--- config.mk ---
export PLATFORM = sky130hd
export DESIGN_NAME = bin_to_bcd_seq
export DESIGN_NICKNAME = d
export VERILOG_FILES = /design/src/rtl/bcd_pkg.sv /design/src/rtl/bcd_digit_adj.sv /design/src/rtl/bin_to_bcd_seq.sv
export SDC_FILE = /design/constraint.sdc
export NUM_CORES = 1
export LEC_CHECK = 0
export ABC_AREA = 1
export CORE_MARGIN = 2
export CORE_UTILIZATION = 59
export CTS_BUF_LIST = sky130_fd_sc_hd__clkbuf_8 sky130_fd_sc_hd__clkbuf_16
export DETAILED_ROUTE_END_ITERATION = 8
export MAX_ROUTING_LAYER = met4
export PLACE_DENSITY = 0.84
export SYNTH_ARGS = -nofsm -noshare
export SYNTH_HDL_FRONTEND = slang
export SYNTH_HIERARCHICAL = 1
export SYNTH_SLANG_ARGS = --single-unit
export TNS_END_PERCENT = 10
--- constraint.sdc ---
create_clock -name clk -period 4.05 [get_ports clk]
set_input_delay 0.405 -clock clk [delete_from_list [all_inputs] [get_ports clk]]
set_output_delay 0.405 -clock clk [all_outputs]
set_load 0.02 [all_outputs]
--- src/rtl/bcd_pkg.sv ---
// Shared types and helpers for the sequential binary-to-BCD converter.
// Holds the FSM state type, the digit width and the significant-digit count.
package bcd_pkg;

  localparam int unsigned BCD_DIGIT_W = 4;
  localparam int unsigned MAX_DIGITS  = 20;
  localparam int unsigned MAX_BCD_W   = BCD_DIGIT_W * MAX_DIGITS;

  typedef enum logic [1:0] {
    IDLE  = 2'd0,
    SHIFT = 2'd1,
    DONE  = 2'd2
  } state_e;

  // 1 + index of the highest non-zero digit among the lowest 'digits' digits; 1 for zero
  function automatic int unsigned ndig_calc(input logic [MAX_BCD_W-1:0] bcd,
                                            input int unsigned          digits);
    int unsigned n;
    n = 1;
    for (int unsigned i = 0; i < MAX_DIGITS; i++) begin
      if ((i < digits) && (bcd[i*BCD_DIGIT_W +: BCD_DIGIT_W] != '0)) begin
        n = i + 1;
      end
    end
    return n;
  endfunction

  // True when 10**digits exceeds the largest magnitude the input can carry
  function automatic bit digits_fit(input int unsigned bin_w,
                                    input int unsigned digits,
                                    input bit          is_signed);
    logic [127:0] p10;
    logic [127:0] mag;
    p10 = 128'd1;
    for (int unsigned i = 0; i < digits; i++) begin
      p10 = p10 * 128'd10;
    end
    if (is_signed) begin
      mag = 128'd1 << (bin_w - 1);
    end else begin
      mag = (128'd1 << bin_w) - 128'd1;
    end
    return p10 > mag;
  endfunction

endpackage

--- src/rtl/bcd_digit_adj.sv ---
// Double-dabble digit correction: adds 3 to a BCD digit of 5 or more
// so that the following left shift carries correctly into the next digit.
module bcd_digit_adj
  import bcd_pkg::*;
(
  input  logic [BCD_DIGIT_W-1:0] digit,
  output logic [BCD_DIGIT_W-1:0] adj_c
);

  always_comb begin
    adj_c = digit;
    if (digit >= BCD_DIGIT_W'(5)) begin
      adj_c = digit + BCD_DIGIT_W'(3);
    end
  end

endmodule

--- src/rtl/bin_to_bcd_seq.sv ---
// Sequential binary-to-BCD converter (shift-and-add-3, one bit per clock)
// with valid/ready on both sides, optional two's-complement input and digit count.
module bin_to_bcd_seq
  import bcd_pkg::*;
#(
  parameter int unsigned BIN_W  = 8,
  parameter int unsigned DIGITS = 3,
  parameter int unsigned SIGNED = 0
) (
  input  logic                              clk,
  input  logic                              rst,
  input  logic                              in_valid,
  output logic                              in_ready,
  input  logic [BIN_W-1:0]                  in_bin,
  output logic                              out_valid,
  input  logic                              out_ready,
  output logic [BCD_DIGIT_W*DIGITS-1:0]     out_bcd,
  output logic                              out_neg,
  output logic [$clog2(DIGITS+1)-1:0]       out_ndig,
  output logic                              busy
);

  localparam int unsigned BCD_W     = BCD_DIGIT_W * DIGITS;
  localparam int unsigned NDIG_W    = $clog2(DIGITS + 1);
  localparam int unsigned CNT_W     = $clog2(BIN_W + 1);
  localparam bit          IS_SIGNED = (SIGNED != 0);

  // Elaboration-time parameter sanity
  if (BIN_W < 2) begin : g_bad_bin_w
    $error("bin_to_bcd_seq: BIN_W must be 2 or more");
  end
  if (DIGITS > MAX_DIGITS) begin : g_bad_digits_max
    $error("bin_to_bcd_seq: DIGITS exceeds MAX_DIGITS of bcd_pkg");
  end
  if (!digits_fit(BIN_W, DIGITS, IS_SIGNED)) begin : g_bad_digits
    $error("bin_to_bcd_seq: DIGITS too small for the largest input magnitude");
  end

  state_e              state;
  state_e              state_nxt;
  logic [BIN_W-1:0]    shift_reg;
  logic [BIN_W-1:0]    shift_nxt;
  logic [BIN_W-1:0]    shift_sh;
  logic [BCD_W-1:0]    bcd;
  logic [BCD_W-1:0]    bcd_nxt;
  logic [BCD_W-1:0]    bcd_adj;
  logic [BCD_W-1:0]    bcd_sh;
  logic [CNT_W-1:0]    cnt;
  logic [CNT_W-1:0]    cnt_nxt;
  logic                neg;
  logic                neg_nxt;
  logic                in_neg_c;
  logic [BIN_W-1:0]    in_mag_c;
  logic                out_valid_nxt;
  logic [BCD_W-1:0]    out_bcd_nxt;
  logic                out_neg_nxt;
  logic [NDIG_W-1:0]   out_ndig_nxt;
  logic                busy_nxt;

  for (genvar g = 0; g < DIGITS; g++) begin : g_adj
    bcd_digit_adj u_adj (
      .digit (bcd[g*BCD_DIGIT_W +: BCD_DIGIT_W]),
      .adj_c (bcd_adj[g*BCD_DIGIT_W +: BCD_DIGIT_W])
    );
  end

  assign {bcd_sh, shift_sh} = {bcd_adj, shift_reg} << 1;

  // Magnitude of a negative input is taken modulo 2**BIN_W so the most negative value is exact
  assign in_neg_c = IS_SIGNED && in_bin[BIN_W-1];
  assign in_mag_c = in_neg_c ? (~in_bin + BIN_W'(1)) : in_bin;

  assign in_ready = (state == IDLE) && !rst;

  // Next-state and datapath update
  always_comb begin
    state_nxt     = state;
    shift_nxt     = shift_reg;
    bcd_nxt       = bcd;
    cnt_nxt       = cnt;
    neg_nxt       = neg;
    out_valid_nxt = out_valid;
    out_bcd_nxt   = out_bcd;
    out_neg_nxt   = out_neg;
    out_ndig_nxt  = out_ndig;

    case (state)
      IDLE: begin
        if (in_valid && in_ready) begin
          shift_nxt = in_mag_c;
          neg_nxt   = in_neg_c;
          bcd_nxt   = '0;
          cnt_nxt   = '0;
          state_nxt = SHIFT;
        end
      end
      SHIFT: begin
        if (cnt == CNT_W'(BIN_W)) begin
          out_bcd_nxt   = bcd;
          out_neg_nxt   = neg;
          out_ndig_nxt  = NDIG_W'(ndig_calc(MAX_BCD_W'(bcd), DIGITS));
          out_valid_nxt = 1'b1;
          state_nxt     = DONE;
        end else begin
          bcd_nxt   = bcd_sh;
          shift_nxt = shift_sh;
          cnt_nxt   = cnt + CNT_W'(1);
        end
      end
      DONE: begin
        if (out_valid && out_ready) begin
          out_valid_nxt = 1'b0;
          state_nxt     = IDLE;
        end
      end
      default: begin
        state_nxt = IDLE;
      end
    endcase

    busy_nxt = (state_nxt == SHIFT);
  end

  // State and register bank; reset wins over any handshake
  always_ff @(posedge clk) begin
    if (rst) begin
      state     <= IDLE;
      shift_reg <= '0;
      bcd       <= '0;
      cnt       <= '0;
      neg       <= 1'b0;
      out_valid <= 1'b0;
      out_bcd   <= '0;
      out_neg   <= 1'b0;
      out_ndig  <= '0;
      busy      <= 1'b0;
    end else begin
      state     <= state_nxt;
      shift_reg <= shift_nxt;
      bcd       <= bcd_nxt;
      cnt       <= cnt_nxt;
      neg       <= neg_nxt;
      out_valid <= out_valid_nxt;
      out_bcd   <= out_bcd_nxt;
      out_neg   <= out_neg_nxt;
      out_ndig  <= out_ndig_nxt;
      busy      <= busy_nxt;
    end
  end

endmodule
== Yosys cells after proc, flatten, opt, wreduce, memory -nomap -nowiden ==
Index checks and enable logic that the tools add are counted.
Storage, ports and cells
  flip-flop bits (word level): 42
  latch bits: 0
  RAM bits: 0
  memory bits (read-only): 0
  input port bits: 12
  output and inout bits: 18
  logic and storage cells: 56
  memories kept: 0
Cells by class
  $add $sub $neg: 4
  multipliers: 0
  divide/modulo/power cells: 0
  $lt $le $gt $ge: 3
  equality and inequality tests: 8
  shift operators: 0
  muxes and demuxes: 21
  bitwise operators: 0
  reduce and logical (&&, ||, !) cells: 12
Operators with widths (count)
  12-bit two-way mux: 2
  12-bit case mux with 2 select lines: 1
  4-bit two-way mux: 4
  8-bit two-way mux: 2
  8-bit case mux with 2 select lines: 1
  4-bit by 3-bit greater-or-equal comparator with 1-bit output (second input constant): 3
  2-bit two-way mux: 5
  4-bit by 2-bit adder with 4-bit output (second input constant): 2
  4-bit case mux with 2 select lines: 1
  4-bit nonzero test: 2
  2-bit inequality test (second input constant): 3
  2-bit case mux with 3 select lines: 1
  3-bit AND reduction: 2
  4-bit by 1-bit adder with 4-bit output (second input constant): 1
  2-bit by 1-bit == test with 1-bit output (second input constant): 2
  4-bit == test (second input constant): 1
  2-bit nonzero test: 2
  3-bit by 2-bit adder with 3-bit output (second input constant): 1
  1-bit logical AND: 3
  3-bit two-way mux: 1
  2-bit == test (second input constant): 1
  2-bit zero test: 1
  1-bit two-way mux: 2
  2-bit by 1-bit inequality test with 1-bit output (second input constant): 1
  other kinds (3): 3

== Logic depth before layout (Yosys ltp) ==
Gate-level depths: netlist (run 1).
  depth after elaboration: 6
  gate-level depth with buffers: 9
  mapped depth without buffers: 9

== Modules after synthesis ==
Netlist (run 1), hierarchy kept.
Modules (own cells, without submodules)
  bin_to_bcd_seq: instances 1, cells an instance 256, area each 1916.8 sq um, seq. area each 840.8 sq um
  bcd_digit_adj: instances 3, cells an instance 23, area each 135.1 sq um, seq. area each 0.0 sq um

== Least setup slack after synthesis (run 1) ==
Ideal clock, no wire load.
  path kind: flip-flop to flip-flop
  start point: register state[0]
  end point: register busy
  library setup time: 0.065 ns
  arrival: 1.377 ns
  data required time: 3.985 ns
  path slack: 2.608 ns
  cell stages (with the launch flop): 9
  buffers on the path: 0
  clock period less this slack: 1.442 ns
  path through: dfxtp_1 > inv_1 > ha_1 > inv_1 > nor2_1 > nand2_1 > a21oi_1 > nand2_1 > nor2b_1
On the way
  longest elaborated chain between the ends: 6
  elaborated cells between the ends (all ways): 10
  classes of those cells: eq/ne: 3; mux: 4; reduce/logical: 3
RTL lines
  from (decl): RTL line bin_to_bcd_seq.sv:39  | state_e state;
  from (signal assigned): RTL line bin_to_bcd_seq.sv:138  | state <= state_nxt;
  2-bit zero test: RTL line bin_to_bcd_seq.sv:73  | assign in_ready = (state == IDLE) && !rst;
  1-bit logical AND: RTL line bin_to_bcd_seq.sv:73
  via in_ready: RTL line bin_to_bcd_seq.sv:13  | output logic in_ready,
  1-bit logical AND: RTL line bin_to_bcd_seq.sv:89  | if (in_valid && in_ready) begin
  2-bit two-way mux: RTL line bin_to_bcd_seq.sv:89
  2-bit case mux with 3 select lines: RTL line bin_to_bcd_seq.sv:87  | case (state)
  2-bit by 1-bit == test with 1-bit output: RTL line bin_to_bcd_seq.sv:121  | busy_nxt = (state_nxt == SHIFT);
  to (signal assigned): RTL line bin_to_bcd_seq.sv:147  | busy <= busy_nxt;
  to (decl): RTL line bin_to_bcd_seq.sv:20  | output logic busy
The timed path passes the listed nets, and every way through them passes these cells.
A chain may end at the register's enable or synchronous reset.

== Worst setup path after layout (run 1) ==
  start point: register state[0]
  end point: output port in_ready
On the way
  longest elaborated chain between the ends: 2
RTL lines (RTL line)
  2-bit zero test: bin_to_bcd_seq.sv:73
  1-bit logical AND: bin_to_bcd_seq.sv:73
  to (decl): bin_to_bcd_seq.sv:13
No other way between the ends.

==> results of run 1 <==
## stage by stage
stage	total power, W	util	cells	hold slack, ns	area [um^2]
6_report	0.000893	0.720	391	0.465	2660
5_1_grt	0.000932	0.720	391	0.486	2660
4_1_cts	0.000898	0.720	391	0.467	2660
3_5_place_dp	0.000576	0.691	383	0.455	2550
3_3_place_gp	0.000572	0.691	383	0.452	2550
2_1_floorplan	0.000544	-	320	0.444	2300
## placed cells by master, fill, tap and decap left out
master	n
inv_2	4
nor3_1	2
a21oi_1	40
clkdlybuf4s50_1	28
bufinv_16	1
o21ai_0	14
clkbuf_8	5
nor3b_1	1
buf_4	2
nand4_1	15
dfxtp_1	42
nand3_1	17
clkinvlp_4	1
nor2_4	6
ha_1	12
conb_1	1
o21ai_4	1
clkinv_1	1
nand2_2	3
nand2_1	87
nor2b_1	1
nor2_2	1
nor2_1	19
nand4_4	1
inv_1	32
nand3_4	1
o21ai_2	3
a21oi_2	2
## routing by layer
layer	up-vias	wire length, um
li1	1084	-
met1	964	2170
met2	46	2350
met3	8	192
met4	0	68
met5	-	0
## worst paths after layout
| path | from | end | slack (ns) | cells after the start |
|---|---|---|---|---|
| setup / recovery | state[0] | in_ready | 1.76 | 5 |
| hold / removal | out_bcd[0] | out_bcd[0] | 0.47 | 2 |
| setup reg to reg | state[1] | out_bcd[11] | 1.77 | 7 |
| hold reg to reg | out_bcd[0] | out_bcd[0] | 0.47 | 2 |
## worst reg2reg max path: stages (launching register included)
cell     delay [ns]
dfxtp_1        0.34
inv_1          0.10
ha_1           0.50
buf_4          0.30
nand4_4        0.32
inv_2          0.38
o21ai_0        0.14
a21oi_1        0.14
## power groups by stage
stage / Combinational [W] / Clock [W] / Sequential (W)
2_1_floorplan: 0.0000930 / 0 / 0.000451
3_3_place_gp: 0.000125 / 0 / 0.000447
3_5_place_dp: 0.000128 / 0 / 0.000447
4_1_cts: 0.000129 / 0.000331 / 0.000438
5_1_grt: 0.000145 / 0.000347 / 0.000440
6_report: 0.000129 / 0.000326 / 0.000438
## area by class of cell
cell class / count / area [um^2] / share of cell area
clock buffer: 5 / 68.8 / 0.0259
sequential: 42 / 841 / 0.316
inverter: 36 / 135 / 0.0508
multi-input combinational: 227 / 1220 / 0.458
clock inverter: 3 / 41.3 / 0.0155
tap: 48 / 60.1 / 0.0226
timing repair buffer: 30 / 295 / 0.111
==> impl_metrics.env, run 1 <==
export IMPL_status="completed"
export IMPL_finClkSkew_ns=0.00758
export IMPL_hold_buffers=0
export IMPL_cts_setup_buffers=0
export IMPL_setup_viol_count_final=0
export IMPL_die_height_um=66.4
export IMPL_cts_tree="done"
export IMPL_worst_pin_slew_ns=0.540
export IMPL_dp_hpwl_um=3210
export IMPL_worstPathRequired_ns=3.64
export IMPL_syn_cell_area_um2=2300
export IMPL_max_freq_ghz=0.436
export IMPL_worstPathArrival_ns=1.89
export IMPL_crit_type="flip-flop to output port"
export IMPL_slew_violations=0
export IMPL_hold_class="flip-flop to flip-flop"
export IMPL_grt_max_degree=33
export IMPL_cap_violations=0
export IMPL_critPathLaunchType="flip-flop"
export IMPL_antenna_left=0
export IMPL_port_buffers=28
export IMPL_crit_family="buffers and inverters"
export IMPL_period_share=0.566
export IMPL_grtUsageMet3=0.0426
export IMPL_root_buffer="clkbuf_8"
export IMPL_critPathSlowestCell="clkdlybuf4s50_1"
export IMPL_dieArea_um2=4410
export IMPL_vias=2102
export IMPL_met2_usage=0.424
export IMPL_pwr_share_clk=0.364
export IMPL_wl_per_cell_um=12.2
export IMPL_maxSlewHeadroom=0.639
export IMPL_path_clk_slew_ns=0.08
export IMPL_power_density_nw_per_um2=336
export IMPL_num_antenna_cells=0
export IMPL_fin_tns_setup_ns=0
export IMPL_finalHoldViolCount=0
export IMPL_initial_core_util=0.622
export IMPL_syn_nets=344
export IMPL_fp_dieW_um=66.4
export IMPL_netSwitchingFraction=0.266
export IMPL_viasPerCell=5.38
export IMPL_nNetsFinal=366
export IMPL_insertion_delay_ns=0.30
export IMPL_grt_usage=0.256
export IMPL_rsz0062_at_grt="no"
export IMPL_max_stage_delay_ns=0.63
export IMPL_drtIter0Drc=197
export IMPL_row_count=22
export IMPL_antenna_found_initial=0
export IMPL_core_um2=3690
export IMPL_power_leakage_nw=1.02
export IMPL_synth_cells=320
export IMPL_worst_setup_path_end_kind="output port"
export IMPL_fillers=303
export IMPL_synth_area_per_cell_um2=7.17
export IMPL_grt_busiest_layer="met2"
export IMPL_drt_wl_total_um=4790
export IMPL_cts_resized=0
export IMPL_cp_cell_sequence="inv_1 -> ha_1 -> inv_1 -> nor2_1 -> clkdlybuf4s50_1"
export IMPL_met1_usage=0.315
export IMPL_grt_pass1_vias=1909
export IMPL_cts_sinks=42
export IMPL_io_pins=30
export IMPL_clk_path_buf_depth=2
export IMPL_grt_first_pass_wirelength_um=8470
export IMPL_dp_slack_ns=1.79
export IMPL_cts_buffers=5
export IMPL_pwr_share_comb=0.145
export IMPL_ir_drop_uv=245
export IMPL_gp_congestion=0.900
export IMPL_dr_pass1_iters=4
export IMPL_fin_ws_ns=1.76
export IMPL_grt_overflow=0
export IMPL_drc=0
export IMPL_crit_top_cell="inv_1"
export IMPL_synth_warnings=6
export IMPL_min_period_ns=2.29
export IMPL_htreeDepth=2
export IMPL_crit_path_max_fanout=3
export IMPL_p_sw_w=0.000238
export IMPL_seq_power_share=0.491
export IMPL_areaGrowthSynthToFinish_pct=15.7
export IMPL_drive_gt1_frac=0.0904
export IMPL_p_int_w=0.000655
export IMPL_path_buf_inv=3
Note: power is estimated with default switching activity, not from simulation.
==> run 2, diff against run 1 <==
Settings changed: CORE_UTILIZATION 59 to 55, PLACE_DENSITY 0.84 to 0.79.
Clock period 4.05 ns to 2.35 ns, I/O delays scaled along.
==> run 2 against run 1 <==
Global-route usage fell by 2.6 points. Hold slack improved by 0.0012 ns. Final cell count rose by 1.8%. Largest power group unchanged. Critical endpoint unchanged. Critical path type unchanged.
==> impl_metrics.env, run 2 (synthesized netlist as in run 1, its figures left out) <==
export IMPL_num_antenna_cells=0
export IMPL_finalInstanceArea_um2=2670
export IMPL_slew_violations=0
export IMPL_cts_setup_buffers=0
export IMPL_grt_usage=0.230
export IMPL_placed_area_um2=2590
export IMPL_clk_path_buf_depth=2
export IMPL_dr_pass1_iters=4
export IMPL_fp_dieW_um=68.6
export IMPL_worstPathRequired_ns=2.12
export IMPL_max_freq_ghz=0.492
export IMPL_nNetsFinal=371
export IMPL_path_clk_slew_ns=0.08
export IMPL_drive_gt1_frac=0.103
export IMPL_grt_pass1_vias=1830
export IMPL_final_util=0.668
export IMPL_antenna_found_initial=0
export IMPL_final_cell_mix="87 x nand2_1, 42 x dfxtp_1, 40 x a21oi_1, 32 x inv_1, 28 x clkdlybuf4s50_1"
export IMPL_crit_path_max_fanout=3
export IMPL_finalHoldViolCount=0
export IMPL_hold_buffers=0
export IMPL_antenna_left=0
export IMPL_die_height_um=68.6
export IMPL_wl_per_cell_um=12.2
export IMPL_worstPathArrival_ns=1.80
export IMPL_rsz0062_at_grt="no"
export IMPL_drtIter0Drc=141
export IMPL_dieArea_um2=4710
export IMPL_dp_hpwl_um=3320
export IMPL_power_density_nw_per_um2=540
export IMPL_grt_overflow=0
export IMPL_setup_viol_count_final=0
export IMPL_power_leakage_nw=1.04
export IMPL_port_buffers=28
export IMPL_insertion_delay_ns=0.30
export IMPL_root_buffer="clkbuf_8"
export IMPL_final_common_cell="nand2_1"
export IMPL_htreeDepth=2
export IMPL_initial_core_util=0.574
export IMPL_cts_sinks=42
export IMPL_ir_drop_uv=494
export IMPL_wl_met3_um=152
export IMPL_grt_first_pass_wirelength_um=8020
export IMPL_fillers=390
export IMPL_cap_violations=0
export IMPL_critPathLaunchType="flip-flop"
export IMPL_status="completed"
export IMPL_top_layer="met4"
export IMPL_fin_tns_setup_ns=0
export IMPL_areaGrowthSynthToFinish_pct=16.5
export IMPL_wl_met1_um=2340
export IMPL_cts_buffers=5
export IMPL_dp_cells=390
export IMPL_cts_resized=0
export IMPL_hold_class="flip-flop to flip-flop"
export IMPL_row_count=23
export IMPL_crit_type="flip-flop to output port"
export IMPL_layoutNonFillerInstCount=398
export IMPL_drt_wl_total_um=4860
export IMPL_grt_max_degree=30
export IMPL_core_um2=4000
export IMPL_gp_congestion=0.871
export IMPL_min_period_ns=2.03
export IMPL_worst_setup_path_end_kind="output port"
export IMPL_vias=2098
export IMPL_finClkSkew_ns=0.00997
export IMPL_finalPower_w=0.00144
export IMPL_cts_tree="done"
export IMPL_viasPerCell=5.27
export IMPL_drc=0
export IMPL_period_share=0.866
export IMPL_io_pins=30
export IMPL_dr_wl_met2_um=2300
## run 2: changes by cell type in the layout (fill, tap and decap cells not counted), sizes merged
cell,previous run,this run
buf,2,7
bufinv,1,0
clkinvlp,1,0
clkinv,1,3
## run 2: per-stage QoR
stage	hold slack, ns	worst slack [ns]
floorplan	0.428	0.908
global placement	0.453	0.612
detailed placement	0.456	0.600
CTS	0.467	0.321
global route	0.491	0.240
finish	0.467	0.316
## run 2: layer usage
| metal | global-route usage | up-vias |
|---|---|---|
| met1 | 0.288 | 969 |
| met4 | 0.0800 | 0 |
| met5 | - | - |
| met3 | 0.0487 | 6 |
| met2 | 0.367 | 36 |
| li1 | - | 1087 |
## run 2: area by class of cell
type	count	area, um^2	area share
repair buffers	35	333	0.124
multi-input cells	227	1220	0.455
clock buffers	5	68.8	0.0257
flip-flops and latches	42	841	0.314
clock inverters	3	17.5	0.00655
well taps	50	62.6	0.0234
inverters	36	135	0.0505
## run 2: worst paths after layout
| kind | from | end | slack, ns | depth (start not counted) |
|---|---|---|---|---|
| max reg2reg | state[1] | cnt[3] | 0.74 | 6 |
| min | shift_reg[5] | shift_reg[5] | 0.47 | 2 |
| min reg2reg | shift_reg[5] | shift_reg[5] | 0.47 | 2 |
| max | state[0] | in_ready | 0.32 | 5 |
## run 2: report_power, final
group	internal, W	switching [W]
Sequential	0.000737	0.0000166
Clock	0.000205	0.000252
Combinational	0.0000877	0.000145
## run 2: worst max-delay path, cell delays in order, from the launching register on
cell             delay, ns
dfxtp_1               0.33
inv_1                 0.10
ha_1                  0.25
inv_1                 0.10
nor2_1                0.12
clkdlybuf4s50_1       0.61
